File: config.mk
export PLATFORM = sky130hd
export DESIGN_NAME = control_pipe
export DESIGN_NICKNAME = d
export VERILOG_FILES = /design/src/rtl/control_pipe.sv
export SDC_FILE = /design/constraint.sdc
export NUM_CORES = 1
export LEC_CHECK = 0
export ABC_AREA = 0
export CAP_MARGIN = 20
export CORE_UTILIZATION = 45
export CTS_BUF_LIST = sky130_fd_sc_hd__clkbuf_2
export DETAILED_ROUTE_END_ITERATION = 10
export GPL_TIMING_DRIVEN = 0
export PLACE_DENSITY = 0.86
export SKIP_LAST_GASP = 1
export SLEW_MARGIN = 5
export SYNTH_ARGS = -nofsm -noshare
export SYNTH_HDL_FRONTEND = slang
export SYNTH_SLANG_ARGS = --single-unit
File: constraint.sdc
create_clock -name clk -period 3.5 [get_ports clk]
set_clock_uncertainty 0.05 [all_clocks]
set_input_delay 0.7 -clock clk [delete_from_list [all_inputs] [get_ports clk]]
set_output_delay 0.7 -clock clk [all_outputs]
set_load 0.05 [all_outputs]
File: src/rtl/control_pipe.sv
// control_pipe: carries the 9-bit control word {EX[3:0], MEM[2:0], WB[1:0]}
// through the ID/EX, EX/MEM and MEM/WB registers. It also detects load-use
// hazards, which insert one bubble, and handles a taken beq resolved in MEM,
// which flushes the two younger instructions.
module control_pipe (
  input  logic       clk,
  input  logic       rst,
  input  logic [8:0] cont_id,
  input  logic [4:0] rs_id,
  input  logic [4:0] rt_id,
  input  logic [4:0] rd_id,
  input  logic       alu_zero_ex,
  output logic       reg_dst_ex,
  output logic [1:0] alu_op_ex,
  output logic       alu_src_ex,
  output logic       branch_mem,
  output logic       mem_read_mem,
  output logic       mem_write_mem,
  output logic       reg_write_wb,
  output logic       mem_to_reg_wb,
  output logic [4:0] wreg_mem,
  output logic [4:0] wreg_wb,
  output logic       stall,
  output logic       pcsrc,
  output logic       flush_ifid
);

  // ID/EX register
  logic [3:0] ex_ex;
  logic [2:0] mem_ex;
  logic [1:0] wb_ex;
  logic [4:0] rt_ex;
  logic [4:0] rd_ex;

  // EX/MEM register
  logic [2:0] mem_mem;
  logic [1:0] wb_mem;
  logic       zero_mem;
  logic [4:0] wreg_mem_q;

  // MEM/WB register
  logic [1:0] wb_wb;
  logic [4:0] wreg_wb_q;

  logic [4:0] wreg_ex;
  logic       hazard;

  // Destination register of the EX instruction: rd for R-format, rt otherwise.
  assign wreg_ex = ex_ex[3] ? rd_ex : rt_ex;

  // Load-use hazard: the load in EX writes a register the ID instruction reads.
  // $zero is never a real dependency.
  assign hazard = mem_ex[1] & (rt_ex != 5'd0) &
                  ((rt_ex == rs_id) | (rt_ex == rt_id));

  // A taken branch kills everything younger, so flush wins over stall.
  assign pcsrc      = mem_mem[2] & zero_mem;
  assign stall      = hazard & ~pcsrc;
  assign flush_ifid = pcsrc;

  // Stage outputs are taken directly from the pipeline registers.
  assign reg_dst_ex    = ex_ex[3];
  assign alu_op_ex     = ex_ex[2:1];
  assign alu_src_ex    = ex_ex[0];
  assign branch_mem    = mem_mem[2];
  assign mem_read_mem  = mem_mem[1];
  assign mem_write_mem = mem_mem[0];
  assign reg_write_wb  = wb_wb[1];
  assign mem_to_reg_wb = wb_wb[0];
  assign wreg_mem      = wreg_mem_q;
  assign wreg_wb       = wreg_wb_q;

  // Pipeline register update: reset > flush > stall > normal advance.
  // NOTE: every register here uses <= so that each stage reads the value its
  // predecessor held before this edge; blocking writes would let one
  // instruction fall through several stages in a single cycle.
  always_ff @(posedge clk) begin
    if (rst) begin
      ex_ex      <= '0;
      mem_ex     <= '0;
      wb_ex      <= '0;
      rt_ex      <= '0;
      rd_ex      <= '0;
      mem_mem    <= '0;
      wb_mem     <= '0;
      zero_mem   <= 1'b0;
      wreg_mem_q <= '0;
      wb_wb      <= '0;
      wreg_wb_q  <= '0;
    end else begin
      // MEM/WB always advances; a taken branch still retires with WB=00.
      wb_wb     <= wb_mem;
      wreg_wb_q <= wreg_mem_q;

      if (pcsrc) begin
        ex_ex      <= '0;
        mem_ex     <= '0;
        wb_ex      <= '0;
        rt_ex      <= '0;
        rd_ex      <= '0;
        mem_mem    <= '0;
        wb_mem     <= '0;
        zero_mem   <= 1'b0;
        wreg_mem_q <= '0;
      end else begin
        mem_mem    <= mem_ex;
        wb_mem     <= wb_ex;
        zero_mem   <= alu_zero_ex;
        wreg_mem_q <= wreg_ex;
        if (stall) begin
          // Bubble: the held IF/ID re-presents the same cont_id next cycle.
          ex_ex  <= '0;
          mem_ex <= '0;
          wb_ex  <= '0;
          rt_ex  <= '0;
          rd_ex  <= '0;
        end else begin
          ex_ex  <= cont_id[8:5];
          mem_ex <= cont_id[4:2];
          wb_ex  <= cont_id[1:0];
          rt_ex  <= rt_id;
          rd_ex  <= rd_id;
        end
      end
    end
  end

endmodule

==> results of run 1 <==
-- logic make-up after synthesis --
family | share of synthesized area (%)
simple gates | 17.6
flops | 58.8
compound gates | 8.65
xor+xnor | 6.96
buf+inv | 3.98
mux | 3.98
-- registers in the layout, indices dropped and copies added (netlist names) --
signal and cells:
wb_ex 2, ex_ex 4, mem_ex 3, wreg_wb 5, wb_wb 2, wb_mem 2, mem_mem 3, wreg_mem 5
rt_ex 5, zero_mem 1, rd_ex 5
-- placed cells by master (no fill, tap or decap), drive strengths merged, types with 4 or more instances in the layout --
cell type      instances
a21oi                 19
nor2                   6
clkbuf                10
and2                   7
buf                    4
nor2b                  7
clkdlybuf4s50         47
xnor2                 10
mux2i                  5
dfxtp                 37
nand2                 21
-- metrics by stage --
| stage | hold slack, ns | std cells | utilization (%) | area, µm² | total power, µW |
|---|---|---|---|---|---|
| after CTS | 0.403 | 213 | 70.7 | 1820 | 788 |
| after global placement | 0.362 | 205 | 69.2 | 1780 | 605 |
| after detailed placement | 0.365 | 205 | 69.2 | 1780 | 609 |
| after floorplan | 0.356 | 127 | - | 1260 | 546 |
| final | 0.403 | 213 | 70.7 | 1820 | 783 |
| after global routing | 0.413 | 213 | 70.7 | 1820 | 820 |
-- layer usage --
layer,wire length (µm),vias up,part of all wire [%]
met3,190,11,7.3
met2,1290,45,49
met1,1060,477,41
met4,80,0,3.1
li1,-,517,-
met5,0,-,0
-- worst max path at each step --
stage                        start    end  cells past startpoint
after floorplan           rt_id[4]  stall                      5
after global placement    rt_id[4]  stall                      7
after detailed placement  rt_id[0]  stall                      7
after CTS                 rt_id[0]  stall                      7
after global routing      rt_id[0]  stall                      7
final                     rt_id[4]  stall                      7
-- worst max-delay path: stages --
cell	delay, ns
clkdlybuf4s50_1	0.50
xnor2_1	0.12
nand3_1	0.10
o22ai_1	0.20
buf_2	0.25
and3b_1	0.19
dlygate4sd2_1	0.53
-- where the power goes --
part | total (µW) | internal (µW) | leakage, µW | switching (µW)
combinational | 147 | 68.9 | 0.000396 | 78.0
clock | 182 | 50.2 | 0.0000327 | 132
sequential | 454 | 443 | 0.000306 | 10.5
total | 783 | 562 | 0.000735 | 220
-- cell type report --
cell class                 instances  area (µm²)  share of cell area [%]
clock inverter                     2        10.0                   0.551
buffer                             8        50.0                    2.76
sequential                        37         741                    40.8
tap                               30        37.5                    2.07
clock buffer                       6        30.0                    1.65
multi-input combinational         82         468                    25.8
timing repair buffer              48         479                    26.4
-- repair_timing --
action | 4_1_cts | 5_1_grt
hold endpoints to repair | 0 | 0
gates resized for setup | 1 | 0
setup endpoints to repair | 1 | 0
==> flow_summary.yaml, run 1 <==
outcome:
  status: "complete, no violations"
logic_synthesis:
  synthTopCellsByArea: "dfxtp_1 (59%), a21oi_1 (7.6%), xnor2_1 (7.0%)"
  ys_warn_count: 0
  yosys.cell_count.top_type: "dfxtp_1"
  synth_top_area_share_pct: 58.8
  ys_top_cells_by_count: "dfxtp_1 (37), nand2_1 (21), a21oi_1 (19), xnor2_1 (10)"
  synthArstFlopShare_pct: 0
  syn_inst: 127
  synthesis.area_mm2: 0.00126
  synth-seq-cells: 37
  syn_nets: 154
  synthDistinctLibCells: 18
  synth_edf_count: 0
  synthFlopType: "dfxtp_1"
  seq_area_frac_synth_pct: 58.8
  yosys.area.top_type: "dfxtp_1"
  synth_area_per_cell_um2: 9.91
worst_setup_path:
  r2r-start: "mem_mem[2]"
  rr_worst_depth: 5
  path_max_fanout: 10
  r2r_slack_ns: 1.94
  cp.required_ns: 2.75
  arrival_ns: 2.58
  crit_path_end_kind: "output pin"
  worstSetupStartpointType: "primary input"
  r2r_end: "ex_ex[3]"
  crit_type: "in -> out"
sta:
  finalWorstSetupSlack_ns: 0.168
  setup_tns_ns: 0
  finalCriticalPeriod_ns: 3.33
  clock.fmax_ghz: 0.300
  worst_pin_slew_ns: 0.504
  setup_violations: 0
  rsz0062_at_grt: "false"
  finalCritPeriodShare_pct: 95.2
  relSlewSlack_pct: 66.3
  hold_viol: 0
  maxSlewViolCount: 0
floorplan:
  pin_count: 49
  dieHeight_um: 54.9
  die-area_mm2: 0.00301
  start_util_pct: 49.0
  die_w_um: 54.9
  fp-row-count: 18
  core_mm2: 0.00257
grt:
  grt_use_met3_pct: 6.67
  use_met2_pct: 34.5
  antenna_found_initial: 0
  overflow: 0
  grt_first_pass_wirelength_um: 3940
  grt_pass1_vias: 979
  groute.usage.overall_pct: 19.5
  grt.busiest_layer: "met2"
  grt_start_max_net_pins: 12
  grt_util_met1_pct: 18.5
flow_run:
  maxCapViolCount: 0
clocking:
  clock-sinks: 37
  clk_latency_ns: 0.37
  cts_setup_buffers: 0
  clk_pin_slew_ns: 0.16
  numCtsBuffers: 5
  cts_root_buf: "clkbuf_2"
  clockBufferDepth: 2
  cts_tree: "built"
  cts_hold_buf: 0
  h-tree-depth: 2
layout:
  fillers: 221
  area_growth_pct: 44.2
  layout-drive-gt1-share_pct: 6.56
  antenna_cells: 0
  finalNetCount: 209
drt:
  detail-route-antenna-nets: 0
  vias: 1050
  first_pass_iters: 4
  drc: 0
  viasPerCell: 4.93
  wirelength_um: 2620
  wl_per_cell_um: 12.3
  drt_iter0_markers: 13
place:
  io_buffers: 48
  gp_congestion: 0.788
  dpl.hpwl_um: 1990
  dp_slack_ns: -0.0915
worst_hold_path:
  worst_hold_path.endpoint: "wb_mem[1]"
  hp-start: "wb_ex[1]"
  hold_path.class: "reg -> reg"
  hold_path_depth: 1
pwr:
  vdd_drop_max_mv: 0.422
  p_per_area_mw_per_mm2: 431
  p_leak_uw: 0.000735
Power figures use the tool's default switching activity.
==> run 2: changes to the inputs <==
Settings changed: PLACE_DENSITY 0.86 to 0.82.
==> flow_summary.yaml, run 2 (synthesis results as in run 1) <==
clocking:
  clock-sinks: 37
  clk_latency_ns: 0.37
  clockBufferDepth: 2
  cts_hold_buf: 0
  cts_tree: "built"
  cts_root_buf: "clkbuf_2"
  cts_setup_buffers: 0
  h-tree-depth: 2
  clk_pin_slew_ns: 0.18
  numCtsBuffers: 5
sta:
  finalCriticalPeriod_ns: 3.36
  relSlewSlack_pct: 66.4
  clock.fmax_ghz: 0.298
  finalCritPeriodShare_pct: 96.0
  maxSlewViolCount: 0
  rsz0062_at_grt: "false"
  hold_viol: 0
  worst_pin_slew_ns: 0.502
  setup_violations: 0
  hold_ws_ns: 0.393
layout:
  layout_commonest_cell: "clkdlybuf4s50_1"
  layout-drive-gt1-share_pct: 6.56
  finalNetCount: 209
  ff_latch_area_um2: 741
  multi_input_area_um2: 468
  area_growth_pct: 44.2
  antenna_cells: 0
  final_cell_mix: "clkdlybuf4s50_1 (47), dfxtp_1 (37), nand2_1 (21), a21oi_1 (19), xnor2_1 (10)"
  fillers: 216
worst_hold_path:
  hold_path.class: "reg -> reg"
  hp-start: "wb_ex[0]"
grt:
  grt_pass1_vias: 917
  groute.usage.overall_pct: 18.8
  overflow: 0
  antenna_found_initial: 0
  grt_first_pass_wirelength_um: 3810
  grt_start_max_net_pins: 12
worst_setup_path:
  crit_type: "in -> out"
  arrival_ns: 2.61
  worstSetupStartpointType: "primary input"
  cp.buffers_inverters: 3
  path_max_fanout: 10
  critPathMaxStageDelay_ns: 0.54
  r2r-start: "mem_mem[2]"
  worstPathCellList: "clkdlybuf4s50_1 -> xnor2_1 -> nand3_1 -> o22ai_1 -> buf_2 -> and3b_1 -> dlygate4sd2_1"
  cp_top_family: "buffers and inverters"
  crit_path_end_kind: "output pin"
  slowest_stage: "dlygate4sd2_1"
  cp.required_ns: 2.75
  startpoint: "rt_id[0]"
floorplan:
  pin_count: 49
  die-area_mm2: 0.00301
  die_w_um: 54.9
  start_util_pct: 49.0
  core_mm2: 0.00257
  fp-row-count: 18
  dieHeight_um: 54.9
pwr:
  p_leak_uw: 0.000735
  p_per_area_mw_per_mm2: 430
  pwr-share-clk_pct: 23.3
  p_comb_share_pct: 18.7
  power_uw: 781
  power_frac_seq_pct: 58.0
  p_int_uw: 562
  vdd_drop_max_mv: 0.304
  p_sw_uw: 219
  p_sw_share_pct: 28.1
drt:
  vias: 1011
  drc: 0
  viasPerCell: 4.75
  wl_per_cell_um: 11.9
  first_pass_iters: 4
  detail-route-antenna-nets: 0
  wirelength_um: 2530
  drt_iter0_markers: 8
outcome:
  status: "complete, no violations"
flow_run:
  maxCapViolCount: 0
place:
  gp_congestion: 0.829
  io_buffers: 48
  dpl.hpwl_um: 1940
## run 2: worst paths after layout
path / endpoint / slack [ns] / cells after the start
worst max-delay path: stall / 0.14 / 7
worst min-delay path: wb_mem[0] / 0.39 / 1
worst max register to register: rd_ex[4] / 1.86 / 5
worst min register to register: wb_mem[0] / 0.39 / 1
## run 2: cell type report
| class | count | area share [%] |
|---|---|---|
| timing repair buffer | 48 | 26.4 |
| multi-input combinational | 82 | 25.8 |
| clock inverter | 2 | 0.551 |
| tap | 30 | 2.07 |
| clock buffer | 6 | 1.65 |
| buffer | 8 | 2.76 |
| sequential | 37 | 40.8 |
## run 2: worst register-to-register path: cells and delay by family (launching register included)
kind                   cells  cell delay [ns]
buffers and inverters      1             0.42
DFF                        1             0.35
AOI/OAI and AO/OA          1             0.15
and+or+nand+nor            3             0.62
## run 2: repair_timing
action | in CTS | in global routing
endpoints found under the setup margin | 1 | 0
resized for setup | 1 | 0
hold endpoints to repair | 0 | 0
## run 2: metrics by stage
stage	setup slack [ns]	util (%)	cells	area [µm²]	setup TNS (ns)
floorplan	1.00	-	127	1260	0
global placement	-0.0806	69.2	205	1780	-0.0806
detailed placement	-0.124	69.2	205	1780	-0.124
CTS	0.146	70.7	213	1820	0
global route	0.0444	70.7	213	1820	0
finish	0.142	70.7	213	1820	0
## run 2: per-layer routing
metal  vias up  wire (µm)  track usage [%]
met2        39       1260             32.5
met5         -          0                0
li1        518          -                -
met1       450       1070             19.8
met3         4        175             9.72
met4         0         19             5.13
## run 2: power groups by stage
stage	logic (µW)	clock network [µW]	registers, µW
6_report	146	182	453
5_1_grt	157	208	456
4_1_cts	147	186	454
3_5_place_dp	146	0	463
3_3_place_gp	143	0	461
2_1_floorplan	50.8	0	495
==> run 3: changes to the inputs <==
Settings changed: SKIP_CTS_REPAIR_TIMING set to 1.
Clock period 3.5 ns to 3.9 ns, I/O delays scaled along.
==> flow_summary.yaml, run 3 (synthesis results as in run 1) <==
outcome:
  status: "complete, no violations"
sta:
  setup_violations: 0
  finalWorstSetupSlack_ns: 0.104
  worst_pin_slew_ns: 0.514
  relSlewSlack_pct: 65.7
  rsz0062_at_grt: "false"
  setup_tns_ns: 0
  finalCritPeriodShare_pct: 97.3
  clock.fmax_ghz: 0.263
  maxSlewViolCount: 0
  finalCriticalPeriod_ns: 3.80
  hold_viol: 0
  hold_ws_ns: 0.393
drt:
  wirelength_um: 2530
  drt_iter0_markers: 8
  detail-route-antenna-nets: 0
  wl_per_cell_um: 11.9
  drc: 0
  vias: 1011
  viasPerCell: 4.75
  first_pass_iters: 4
pwr:
  vdd_drop_max_mv: 0.273
  power_frac_seq_pct: 58.0
  p_sw_uw: 197
  p_leak_uw: 0.000730
  p_int_uw: 505
  p_comb_share_pct: 18.7
  power_uw: 701
  p_sw_share_pct: 28.1
  pwr-share-clk_pct: 23.3
  p_per_area_mw_per_mm2: 386
place:
  dp.cells: 205
  dpl.hpwl_um: 1940
  io_buffers: 48
  dp_slack_ns: 0.116
  gp_congestion: 0.829
worst_setup_path:
  critPathMaxStageDelay_ns: 0.82
  r2r_slack_ns: 2.26
  cp.buffers_inverters: 3
  worstSetupStartpointType: "primary input"
  crit_path_end_kind: "output pin"
  arrival_ns: 2.97
  slowest_stage: "clkdlybuf4s50_1"
  worstPathCellList: "clkdlybuf4s50_1 -> xnor2_1 -> nand3_1 -> o22ai_1 -> buf_2 -> and3b_1 -> clkdlybuf4s50_1"
  path_max_fanout: 10
  cp.required_ns: 3.07
  crit_type: "in -> out"
  cp_top_family: "buffers and inverters"
  cpMostUsedCell: "clkdlybuf4s50_1"
flow_run:
  maxCapViolCount: 0
floorplan:
  die_w_um: 54.9
  start_util_pct: 49.0
  fp-row-count: 18
  core_mm2: 0.00257
  pin_count: 49
  dieHeight_um: 54.9
  die-area_mm2: 0.00301
clocking:
  cts_tree: "built"
  h-tree-depth: 2
  clockBufferDepth: 2
  clk_pin_slew_ns: 0.18
  clock-sinks: 37
  clk_latency_ns: 0.37
  cts_root_buf: "clkbuf_2"
  numCtsBuffers: 5
layout:
  layout-drive-gt1-share_pct: 6.56
  layout_commonest_cell: "clkdlybuf4s50_1"
  area_growth_pct: 44.3
  stdcell_count: 213
  antenna_cells: 0
  fillers: 215
  final_cell_mix: "clkdlybuf4s50_1 (48), dfxtp_1 (37), nand2_1 (21), a21oi_1 (19), xnor2_1 (10)"
  finalNetCount: 209
grt:
  grt_pass1_vias: 917
  overflow: 0
  groute.usage.overall_pct: 18.8
  grt_start_max_net_pins: 12
  grt_first_pass_wirelength_um: 3810
  antenna_found_initial: 0
worst_hold_path:
  hold_path.class: "reg -> reg"
## run 3: cell count changes in the layout (fill, tap and decap cells not counted)
cell	previous run	this run
clkdlybuf4s50_1	47	48
dlygate4sd2_1	1	0
## run 3: layout make-up
| class | count | area (µm²) | area share, % |
|---|---|---|---|
| Buffer | 8 | 50.0 | 2.75 |
| Clock buffer | 6 | 30.0 | 1.65 |
| Clock inverter | 2 | 10.0 | 0.551 |
| Multi-Input combinational cell | 82 | 468 | 25.8 |
| Sequential cell | 37 | 741 | 40.8 |
| Tap cell | 30 | 37.5 | 2.07 |
| Timing Repair Buffer | 48 | 480 | 26.4 |
## run 3: routing by layer
metal  GRT usage, %  wire [µm]  vias up
li1               -          -      518
met1           19.8       1070      450
met2           32.5       1260       39
met3           9.72        175        4
met4           5.13         19        0
met5              0          0        -
## run 3: power by group through the flow
stage / registers, µW / clock network [µW] / logic [µW]
after floorplan: 444 / 0 / 45.6
after global routing: 409 / 187 / 141
final: 407 / 163 / 131
after global placement: 414 / 0 / 129
after detailed placement: 415 / 0 / 131
after CTS: 407 / 167 / 132
## run 3: through the flow
stage               util, %  cell area (µm²)
global route           70.8             1820
finish                 70.8             1820
floorplan                 -             1260
detailed placement     69.2             1780
global placement       69.2             1780
CTS                    70.8             1820
## run 3: worst register-to-register path: stages, from the launching register on
cell and delay, ns:
dfxtp_1 0.35, and2_1 0.19, nor2_1 0.31, clkbuf_1 0.42, nand2_1 0.12, a21oi_1 0.15
## run 3: worst paths after layout
| kind | end | cells after the start | startpoint |
|---|---|---|---|
| worst min register to register | wb_mem[0] | 1 | wb_ex[0] |
| worst max register to register | rd_ex[4] | 5 | mem_mem[2] |
| worst min-delay path | wb_mem[0] | 1 | wb_ex[0] |
| worst max-delay path | stall | 7 | rt_id[0] |
